## config.mk

```make
export PLATFORM = sky130hd
export DESIGN_NAME = parking_gate_controller_flat
export DESIGN_NICKNAME = d
export VERILOG_FILES = /design/src/rtl/parking_gate_controller_pkg.sv /design/src/rtl/parking_gate_controller_if.sv /design/src/rtl/parking_gate_controller_gate_channel.sv /design/src/rtl/parking_gate_controller.sv /design/src/flat_wrapper.sv
export SDC_FILE = /design/constraint.sdc
export NUM_CORES = 1
export LEC_CHECK = 0
export CAP_MARGIN = 20
export CORE_ASPECT_RATIO = 2
export CORE_MARGIN = 5
export CORE_UTILIZATION = 35
export DETAILED_ROUTE_END_ITERATION = 10
export SLEW_MARGIN = 20
export SYNTH_ARGS = -nofsm -noshare
export SYNTH_HDL_FRONTEND = slang
export SYNTH_SLANG_ARGS = --single-unit
export TNS_END_PERCENT = 1
```

## constraint.sdc

```tcl
create_clock -name clk -period 5.5 [get_ports clk]
set_input_delay 1.1 -clock clk [delete_from_list [all_inputs] [get_ports clk]]
set_output_delay 1.1 -clock clk [all_outputs]
set_load 0.1 [all_outputs]
```

## src/rtl/parking_gate_controller_pkg.sv

```systemverilog
// Shared types and default sizing for the car-park gate controller.
package parking_pkg;
    typedef enum logic [1:0] {IDLE, OPEN, CLEAR} gate_state_t;

    localparam int DEF_CAPACITY = 7;
    localparam int DEF_DEBOUNCE = 4;
    localparam int DEF_TIMEOUT  = 255;
endpackage

```

## src/rtl/parking_gate_controller_if.sv

```systemverilog
// Sensor inputs and barrier/counter outputs of the gate controller as one bundle.
interface parking_gate_controller_if #(
    parameter int OW = 3
);
    logic          in_req;
    logic          in_pass;
    logic          out_req;
    logic          out_pass;
    logic          gate_in_open;
    logic          gate_out_open;
    logic          cnt_up;
    logic          cnt_dn;
    logic [OW-1:0] occupancy;
    logic          full;
    logic          empty;
    logic          alarm;

    modport master (
        output in_req, in_pass, out_req, out_pass,
        input  gate_in_open, gate_out_open, cnt_up, cnt_dn, occupancy, full, empty, alarm
    );

    modport slave (
        input  in_req, in_pass, out_req, out_pass,
        output gate_in_open, gate_out_open, cnt_up, cnt_dn, occupancy, full, empty, alarm
    );
endinterface

```

## src/rtl/parking_gate_controller_gate_channel.sv

```systemverilog
// One barrier: request/pass conditioning, IDLE/OPEN/CLEAR sequencing and open timer.
module gate_channel
    import parking_pkg::*;
#(
    parameter int DEBOUNCE = DEF_DEBOUNCE,
    parameter int TIMEOUT  = DEF_TIMEOUT
) (
    input  logic clk,
    input  logic rst,
    input  logic req_raw,
    input  logic pass_raw,
    input  logic admit,
    output logic gate_open,
    output logic count_event,
    output logic timeout_event
);
    localparam int CW = $clog2(DEBOUNCE + 1);
    localparam int TW = $clog2(TIMEOUT + 1);

    logic [1:0]         raw, sync1_p0, sync2_p1, filt_p2, filt_q;
    logic [1:0][CW-1:0] dcnt;
    logic [1:0]         rise;
    logic [TW-1:0]      timer;
    gate_state_t        state;

    assign raw  = {pass_raw, req_raw};
    assign rise = filt_p2 & ~filt_q;

    // sync stage -> debounce stage; index 0 is req, index 1 is pass
    always_ff @(posedge clk) begin
        if (rst) begin
            sync1_p0 <= '0;
            sync2_p1 <= '0;
            filt_p2  <= '0;
            filt_q   <= '0;
            dcnt     <= '0;
        end else begin
            sync1_p0 <= raw;
            sync2_p1 <= sync1_p0;
            filt_q   <= filt_p2;
            for (int i = 0; i < 2; i++) begin
                if (sync2_p1[i] != filt_p2[i]) begin
                    if (dcnt[i] == CW'(DEBOUNCE - 1)) begin
                        filt_p2[i] <= sync2_p1[i];
                        dcnt[i]    <= '0;
                    end else begin
                        dcnt[i] <= dcnt[i] + 1'b1;
                    end
                end else begin
                    dcnt[i] <= '0;
                end
            end
        end
    end

    // Opening keys off the request edge so a refused, still-held request cannot open later.
    always_ff @(posedge clk) begin
        if (rst) begin
            state         <= IDLE;
            gate_open     <= 1'b0;
            count_event   <= 1'b0;
            timeout_event <= 1'b0;
            timer         <= '0;
        end else begin
            count_event   <= 1'b0;
            timeout_event <= 1'b0;
            case (state)
                IDLE: begin
                    if (rise[0] && admit) begin
                        state     <= OPEN;
                        gate_open <= 1'b1;
                        timer     <= '0;
                    end
                end
                OPEN: begin
                    if (rise[1]) begin
                        state       <= CLEAR;
                        gate_open   <= 1'b0;
                        count_event <= 1'b1;
                    end else if (timer == TW'(TIMEOUT - 1)) begin
                        state         <= CLEAR;
                        gate_open     <= 1'b0;
                        timeout_event <= 1'b1;
                    end else begin
                        timer <= timer + 1'b1;
                    end
                end
                CLEAR: begin
                    if (!filt_p2[0] && !filt_p2[1]) state <= IDLE;
                end
                default: begin
                    state     <= IDLE;
                    gate_open <= 1'b0;
                end
            endcase
        end
    end
endmodule

```

## src/rtl/parking_gate_controller.sv

```systemverilog
// Car-park gate controller: two gate channels feeding a saturating occupancy register.
module parking_gate_controller
    import parking_pkg::*;
#(
    parameter int CAPACITY = DEF_CAPACITY,
    parameter int DEBOUNCE = DEF_DEBOUNCE,
    parameter int TIMEOUT  = DEF_TIMEOUT,
    parameter int OW       = $clog2(CAPACITY + 1)
) (
    input logic clk,
    input logic rst,
    parking_gate_controller_if.slave bus
);
    logic [OW-1:0] occ;
    logic          admit_in, admit_out;
    logic          in_evt_p0, out_evt_p0, in_to_p0, out_to_p0;
    logic          gate_in, gate_out;
    logic          up_p1, dn_p1, alarm_p1;

    assign admit_in  = (occ < OW'(CAPACITY));
    assign admit_out = (occ != '0);

    gate_channel #(.DEBOUNCE(DEBOUNCE), .TIMEOUT(TIMEOUT)) u_entry (
        .clk(clk), .rst(rst), .req_raw(bus.in_req), .pass_raw(bus.in_pass), .admit(admit_in),
        .gate_open(gate_in), .count_event(in_evt_p0), .timeout_event(in_to_p0)
    );

    gate_channel #(.DEBOUNCE(DEBOUNCE), .TIMEOUT(TIMEOUT)) u_exit (
        .clk(clk), .rst(rst), .req_raw(bus.out_req), .pass_raw(bus.out_pass), .admit(admit_out),
        .gate_open(gate_out), .count_event(out_evt_p0), .timeout_event(out_to_p0)
    );

    // event stage -> counter pulse stage; simultaneous entry and exit cancel out
    always_ff @(posedge clk) begin
        if (rst) begin
            occ      <= '0;
            up_p1    <= 1'b0;
            dn_p1    <= 1'b0;
            alarm_p1 <= 1'b0;
        end else begin
            up_p1    <= 1'b0;
            dn_p1    <= 1'b0;
            alarm_p1 <= in_to_p0 | out_to_p0;
            if (in_evt_p0 && !out_evt_p0) begin
                if (occ < OW'(CAPACITY)) begin
                    occ   <= occ + 1'b1;
                    up_p1 <= 1'b1;
                end else begin
                    alarm_p1 <= 1'b1;
                end
            end else if (out_evt_p0 && !in_evt_p0) begin
                if (occ != '0) begin
                    occ   <= occ - 1'b1;
                    dn_p1 <= 1'b1;
                end else begin
                    alarm_p1 <= 1'b1;
                end
            end
        end
    end

    assign bus.gate_in_open  = gate_in;
    assign bus.gate_out_open = gate_out;
    assign bus.cnt_up        = up_p1;
    assign bus.cnt_dn        = dn_p1;
    assign bus.alarm         = alarm_p1;
    assign bus.occupancy     = occ;
    assign bus.full          = (occ == OW'(CAPACITY));
    assign bus.empty         = (occ == '0);
endmodule
```

## src/flat_wrapper.sv

```systemverilog
// flat-port wrapper written by rule: the top's interface ports become plain ports
module parking_gate_controller_flat import parking_pkg::*;
#(
    parameter int CAPACITY = DEF_CAPACITY,
    parameter int DEBOUNCE = DEF_DEBOUNCE,
    parameter int TIMEOUT  = DEF_TIMEOUT,
    parameter int OW       = $clog2(CAPACITY + 1)
)
  (clk, rst, bus_in_req, bus_in_pass, bus_out_req, bus_out_pass, bus_gate_in_open, bus_gate_out_open, bus_cnt_up, bus_cnt_dn, bus_occupancy, bus_full, bus_empty, bus_alarm);
  parking_gate_controller_if #(.OW(OW)) bus_i ();
  input logic clk;
  input logic rst;
  input wire logic [$bits(bus_i.in_req)-1:0] bus_in_req;
  input wire logic [$bits(bus_i.in_pass)-1:0] bus_in_pass;
  input wire logic [$bits(bus_i.out_req)-1:0] bus_out_req;
  input wire logic [$bits(bus_i.out_pass)-1:0] bus_out_pass;
  output wire logic [$bits(bus_i.gate_in_open)-1:0] bus_gate_in_open;
  output wire logic [$bits(bus_i.gate_out_open)-1:0] bus_gate_out_open;
  output wire logic [$bits(bus_i.cnt_up)-1:0] bus_cnt_up;
  output wire logic [$bits(bus_i.cnt_dn)-1:0] bus_cnt_dn;
  output wire logic [$bits(bus_i.occupancy)-1:0] bus_occupancy;
  output wire logic [$bits(bus_i.full)-1:0] bus_full;
  output wire logic [$bits(bus_i.empty)-1:0] bus_empty;
  output wire logic [$bits(bus_i.alarm)-1:0] bus_alarm;
  assign bus_i.in_req = bus_in_req;
  assign bus_i.in_pass = bus_in_pass;
  assign bus_i.out_req = bus_out_req;
  assign bus_i.out_pass = bus_out_pass;
  assign bus_gate_in_open = bus_i.gate_in_open;
  assign bus_gate_out_open = bus_i.gate_out_open;
  assign bus_cnt_up = bus_i.cnt_up;
  assign bus_cnt_dn = bus_i.cnt_dn;
  assign bus_occupancy = bus_i.occupancy;
  assign bus_full = bus_i.full;
  assign bus_empty = bus_i.empty;
  assign bus_alarm = bus_i.alarm;
  parking_gate_controller #(.CAPACITY(CAPACITY), .DEBOUNCE(DEBOUNCE), .TIMEOUT(TIMEOUT), .OW(OW)) u_core (.clk(clk), .rst(rst), .bus(bus_i));
endmodule
```

Yosys cells after proc, flatten, opt, wreduce, memory -nomap -nowiden
Cells that the tools add are included.
Widths: inputs -> output; s select.
{ "classes": {"add_sub_neg": 8, "order_cmp": 1, "eq_ne": 26, "n_mux": 40, "bitwise": 15, "reduce_logical": 41} }
{ "op_table": {"columns": ["operator", "count"], "rows": [
  ["$mux 8", 6],
  ["$pmux 8 s2", 2],
  ["$reduce_or 3->1", 7],
  ["$ne 2x2->1 const B", 9],
  ["$add 8x1->8 const B", 2],
  ["$eq 8x8->1 const B", 2],
  ["$mux 1", 16],
  ["$mux 2", 8],
  ["$add 3x1->3 const B", 5],
  ["$reduce_and 3->1", 5],
  ["$eq 3x2->1 const B", 4],
  ["$mux 3", 4],
  ["$pmux 2 s3", 2],
  ["$not 1->1", 10],
  ["$reduce_and 2->1", 4],
  ["$reduce_and 4->1", 2],
  ["$reduce_bool 2->1", 4],
  ["$logic_and 1x1->1", 6],
  ["$logic_not 1->1", 6],
  ["$ne 3x3->1 const B", 2],
  ["$pmux 1 s3", 2],
  ["$reduce_or 2->1", 3],
  ["$and 2x2->2", 2],
  ["$eq 2x1->1 const B", 2],
  ["other kinds (10)", 16]
]} }
{ "word_totals": {"register_bits": 60, "inputBits": 6} }

Longest topological paths before layout
{ "depth": {"word_depth": 5, "depth_mapped": 9} }

Modules after synthesis
From an unflattened synthesis, not the netlist that was laid out.
{ "unflattened": {"cells_unflattened": 281, "area_unflattened_um2": 2641.3} }
{ "by_module_without_submodules": {"columns": ["module", "n_inst", "cells_per_inst", "area_per_inst_um2"], "rows": [
  ["gate_channel", 2, 122, 1152.4],
  ["parking_gate_controller", 1, 37, 336.6]
]} }

Worst setup path before layout
No wires, ideal clock.
{ "synth_path": {"kind": "reg-to-output", "startpoint": "reg u_core.occ[0] (netlist: u_core.bus.occupancy[0])", "endpoint": "out bus_empty", "arrival_ns": 2.263, "t_required_ns": 4.400, "setup_slack_ns": 2.137, "stages_incl_launch_ff": 3, "n_path_buf": 1, "cell_sequence": "dfxtp_1 > clkbuf_2 > nor3_2"} }
{ "synth_between": {"elab_chain_cells": 1} }
{ "synth_rtl": {"columns": ["element", "line_no", "source"], "rows": [
  ["start, declared", "parking_gate_controller.sv:14", "logic [OW-1:0] occ;"],
  ["start signal, assigned", "parking_gate_controller.sv:46", "occ <= occ + 1'b1;"],
  ["start signal, assigned", "parking_gate_controller.sv:53", "occ <= occ - 1'b1;"],
  ["$logic_not 3->1", "parking_gate_controller.sv:69", "assign bus.empty = (occ == '0);"],
  ["end, declared", "flat_wrapper.sv:23", "output wire logic [$bits(bus_i.empty)-1:0] bus_empty;"]
]} }
No other way between the ends.

Final worst setup path
{ "layout_path": {"startpoint": "reg u_core.occ[0] (netlist: u_core.bus.occupancy[0])", "endpoint": "out bus_full"} }
{ "layout_between": {"elab_chain_cells": 1} }
{ "layout_rtl": {"columns": ["element", "line_no", "source"], "rows": [
  ["$eq 3x3->1", "parking_gate_controller.sv:68", "assign bus.full = (occ == OW'(CAPACITY));"],
  ["end, declared", "flat_wrapper.sv:22", "output wire logic [$bits(bus_i.full)-1:0] bus_full;"]
]} }
No other way between the ends.

==> metrics.txt <==
outcome finished clean; Port Buf Inserts 15; synthesized area 2584 sq um; max cap viols 0; die area 9305 sq um; most frequent cells in the layout dfxtp_1 (60), nor2_1 (29), inv_1 (21), a21oi_1 (21), nor2b_1 (19); YS warnings 0; crit path buf inv count 2; first-pass GRT wire length 8135 microns; ranking of synthesized cells by area dfxtp_1 (46%), ha_1 (6.8%), nor2b_1 (4.6%); HPWL reported at the end of detailed placement 3374 microns; HP Class flip-flop to flip-flop; Iter 0 DRT Violations 115; Layout Nets 323; top cell type's share of synthesized area 46.49%; Layout Cell Area excl Fill 3102 sq um; largest family of logic cells by synthesized area simple AND/OR/NAND/NOR gates; Peak VDD IR 225.3 uV; Worst-Skew Late Latency 0.33 ns; clock slew at reported path FFs 0.05 ns; # resized after CTS 0; Synth area leader dfxtp_1; period utilization 63.83%; Die W 70.76 microns; CP Data Arrival Time 2.41 ns; Least-Margin Pin Slew 0.9675 ns; Simple-Gate Fraction of Synth Area 23.00%; commonest non-fill, non-tap cell in the layout dfxtp_1; number of diodes 0; final hold viol count 0; DR vias 1996; critical path type flip-flop to primary output; Top Ports 16; Post-CTS Setup Repair Bufs 0; area fraction in compound gates after synthesis 14.92%; CTS H-Tree Depth 3; total track usage 10.96%; Area Growth Syn to Fin 20.05%; gpl congestion 0.7788; DRC viols 0; critical-path cell with the highest stage delay clkdlybuf4s50_1; syn avg cell area 9.098 sq um; detailed-route wire length per cell 11.62 microns; DP Area 2813 sq um; CP max FO 10; post-synthesis sequential area ratio 46.49%; Seq cells post-synth 60; worst path required time 4.40 ns; CP top delay family buffers and inverters; Yosys cell types 43; First-pass DRT Iterations 4; Place WS 2.263 ns; CP Cell Sequence nand3_1 -> inv_1 -> clkdlybuf4s50_1; crit path capture type primary output; Crit path largest cell delay 1.14 ns; EDFF count, synth 0; most common flop cell mapped by yosys dfxtp_1; Starting Density 35.83%; CTS Buf Count 9; Post-CTS Hold Buffers 0; post-route setup TNS 0 ns; Worst slew margin 35.30%; Worst Skew 0.006035 ns; startpoint types flip-flop; f_max 284.8 MHz; layout cell share with drive strength beyond 1 7.492%; Post-Syn Instances 284; async set-reset flop share out of synthesis 0%; Min Clock Period, post-route 3.511 ns; Overflow after GRT 0; final worst setup slack 1.989 ns; Max Slew Vio Count 0; Routed WL 4636 microns; pwr/cell area 316.4 nW/um^2; adder-cell share of the synthesized area 7.554%; Final ANT Viol Nets 0; via density per instance 5.003; syn nets 305; unrepaired setup endpoints after global routing no; Finish-stage setup viols 0; multiplexer share of the synthesized area 1.937%; initial antenna violation count 0; CTS root buf clkbuf_16; largest net degree at the start of global routing 24; vias in the first global route 1909; Die Ht 131.5 microns; clock sink total 60; TritonCTS clock tree built; CTS Buffer Depth 2; # rows 44; Lkg Pwr 1.158 nW; XOR/XNOR share of the synthesized area 1.356%; core box area 7212 sq um
==> state kept, by name (all words and copies together), names as in the netlist, 2 cells and up <==
name / flops
u_core.u_entry.timer: 8
u_core.u_exit.timer: 8
u_core.u_entry.dcnt: 6
u_core.u_exit.dcnt: 6
u_core.bus.occupancy: 3
u_core.u_entry.filt_p2: 2
u_core.u_entry.filt_q: 2
u_core.u_entry.state: 2
u_core.u_entry.sync1_p0: 2
u_core.u_entry.sync2_p1: 2
u_core.u_exit.filt_p2: 2
u_core.u_exit.filt_q: 2
u_core.u_exit.state: 2
u_core.u_exit.sync1_p0: 2
u_core.u_exit.sync2_p1: 2
==> Yosys cell counts (all sizes together), types with 3 or more instances <==
library cell	instances
nor2b	19
or2	3
ha	14
xnor2	4
a21oi	21
nand2b	6
nand2	12
dfxtp	60
or3	5
nand3	12
o22ai	4
nor2	29
and3	6
a41oi	3
mux2i	5
nor3	7
clkbuf	7
inv	21
o21ai	6
a211oi	3
o21a	5
a31oi	8
==> final timing paths <==
path,from,end,slack (ns),cells past startpoint
max,u_core.bus.occupancy[0],bus_full,1.99,3
min,u_core.u_exit.dcnt[3],u_core.u_exit.dcnt[3],0.42,1
max reg2reg,u_core.u_exit.count_event,u_core.bus.occupancy[2],3.37,8
min reg2reg,u_core.u_exit.dcnt[3],u_core.u_exit.dcnt[3],0.42,1
==> cell type report <==
class,instances,area (sq um)
fill,723,4110
sequential,60,1201
timing repair buffer,16,157.7
clock inverter,4,22.52
clock buffer,12,266.5
tap,92,115.1
multi-input combinational,194,1260
inverter,21,78.83
==> cell families (layout without fill, tap and decap cells) <==
| logic type | count (synthesis) | in the layout |
|---|---|---|
| AND/OR/NAND/NOR | 111 | 111 |
| flip-flops | 60 | 60 |
| AO/OA/AOI/OAI | 59 | 59 |
| buffers and inverters | 30 | 53 |
| adder cells (fa/ha/maj) | 15 | 15 |
| multiplexers | 5 | 5 |
| XOR/XNOR | 4 | 4 |
==> metrics by stage <==
step | total power, mW | util [%] | cells | hold WS [ns]
6_report | 0.9814 | 43.01 | 399 | 0.4162
5_1_grt | 1.013 | 43.01 | 399 | 0.4364
4_1_cts | 0.9960 | 43.01 | 399 | 0.4184
3_5_place_dp | 0.4654 | 39.00 | 383 | 0.4104
3_3_place_gp | 0.4651 | 39.00 | 383 | 0.4073
2_1_floorplan | 0.4589 | - | 284 | 0.3990
==> power by group <==
part,switching [mW],internal [mW]
clock,0.187,0.338
combinational,0.00827,0.00747
sequential,0.00145,0.439
total,0.197,0.785
==> per-layer routing <==
metal  part of all wire [%]  GRT usage, %  vias to the layer above
li1                       -             -                     1028
met5                      0             0                        -
met3                    4.7         4.281                       11
met4                    3.0         6.590                        0
met2                     52         18.51                       33
met1                     41         11.08                      924
Note: power is estimated with default switching activity, not from simulation.
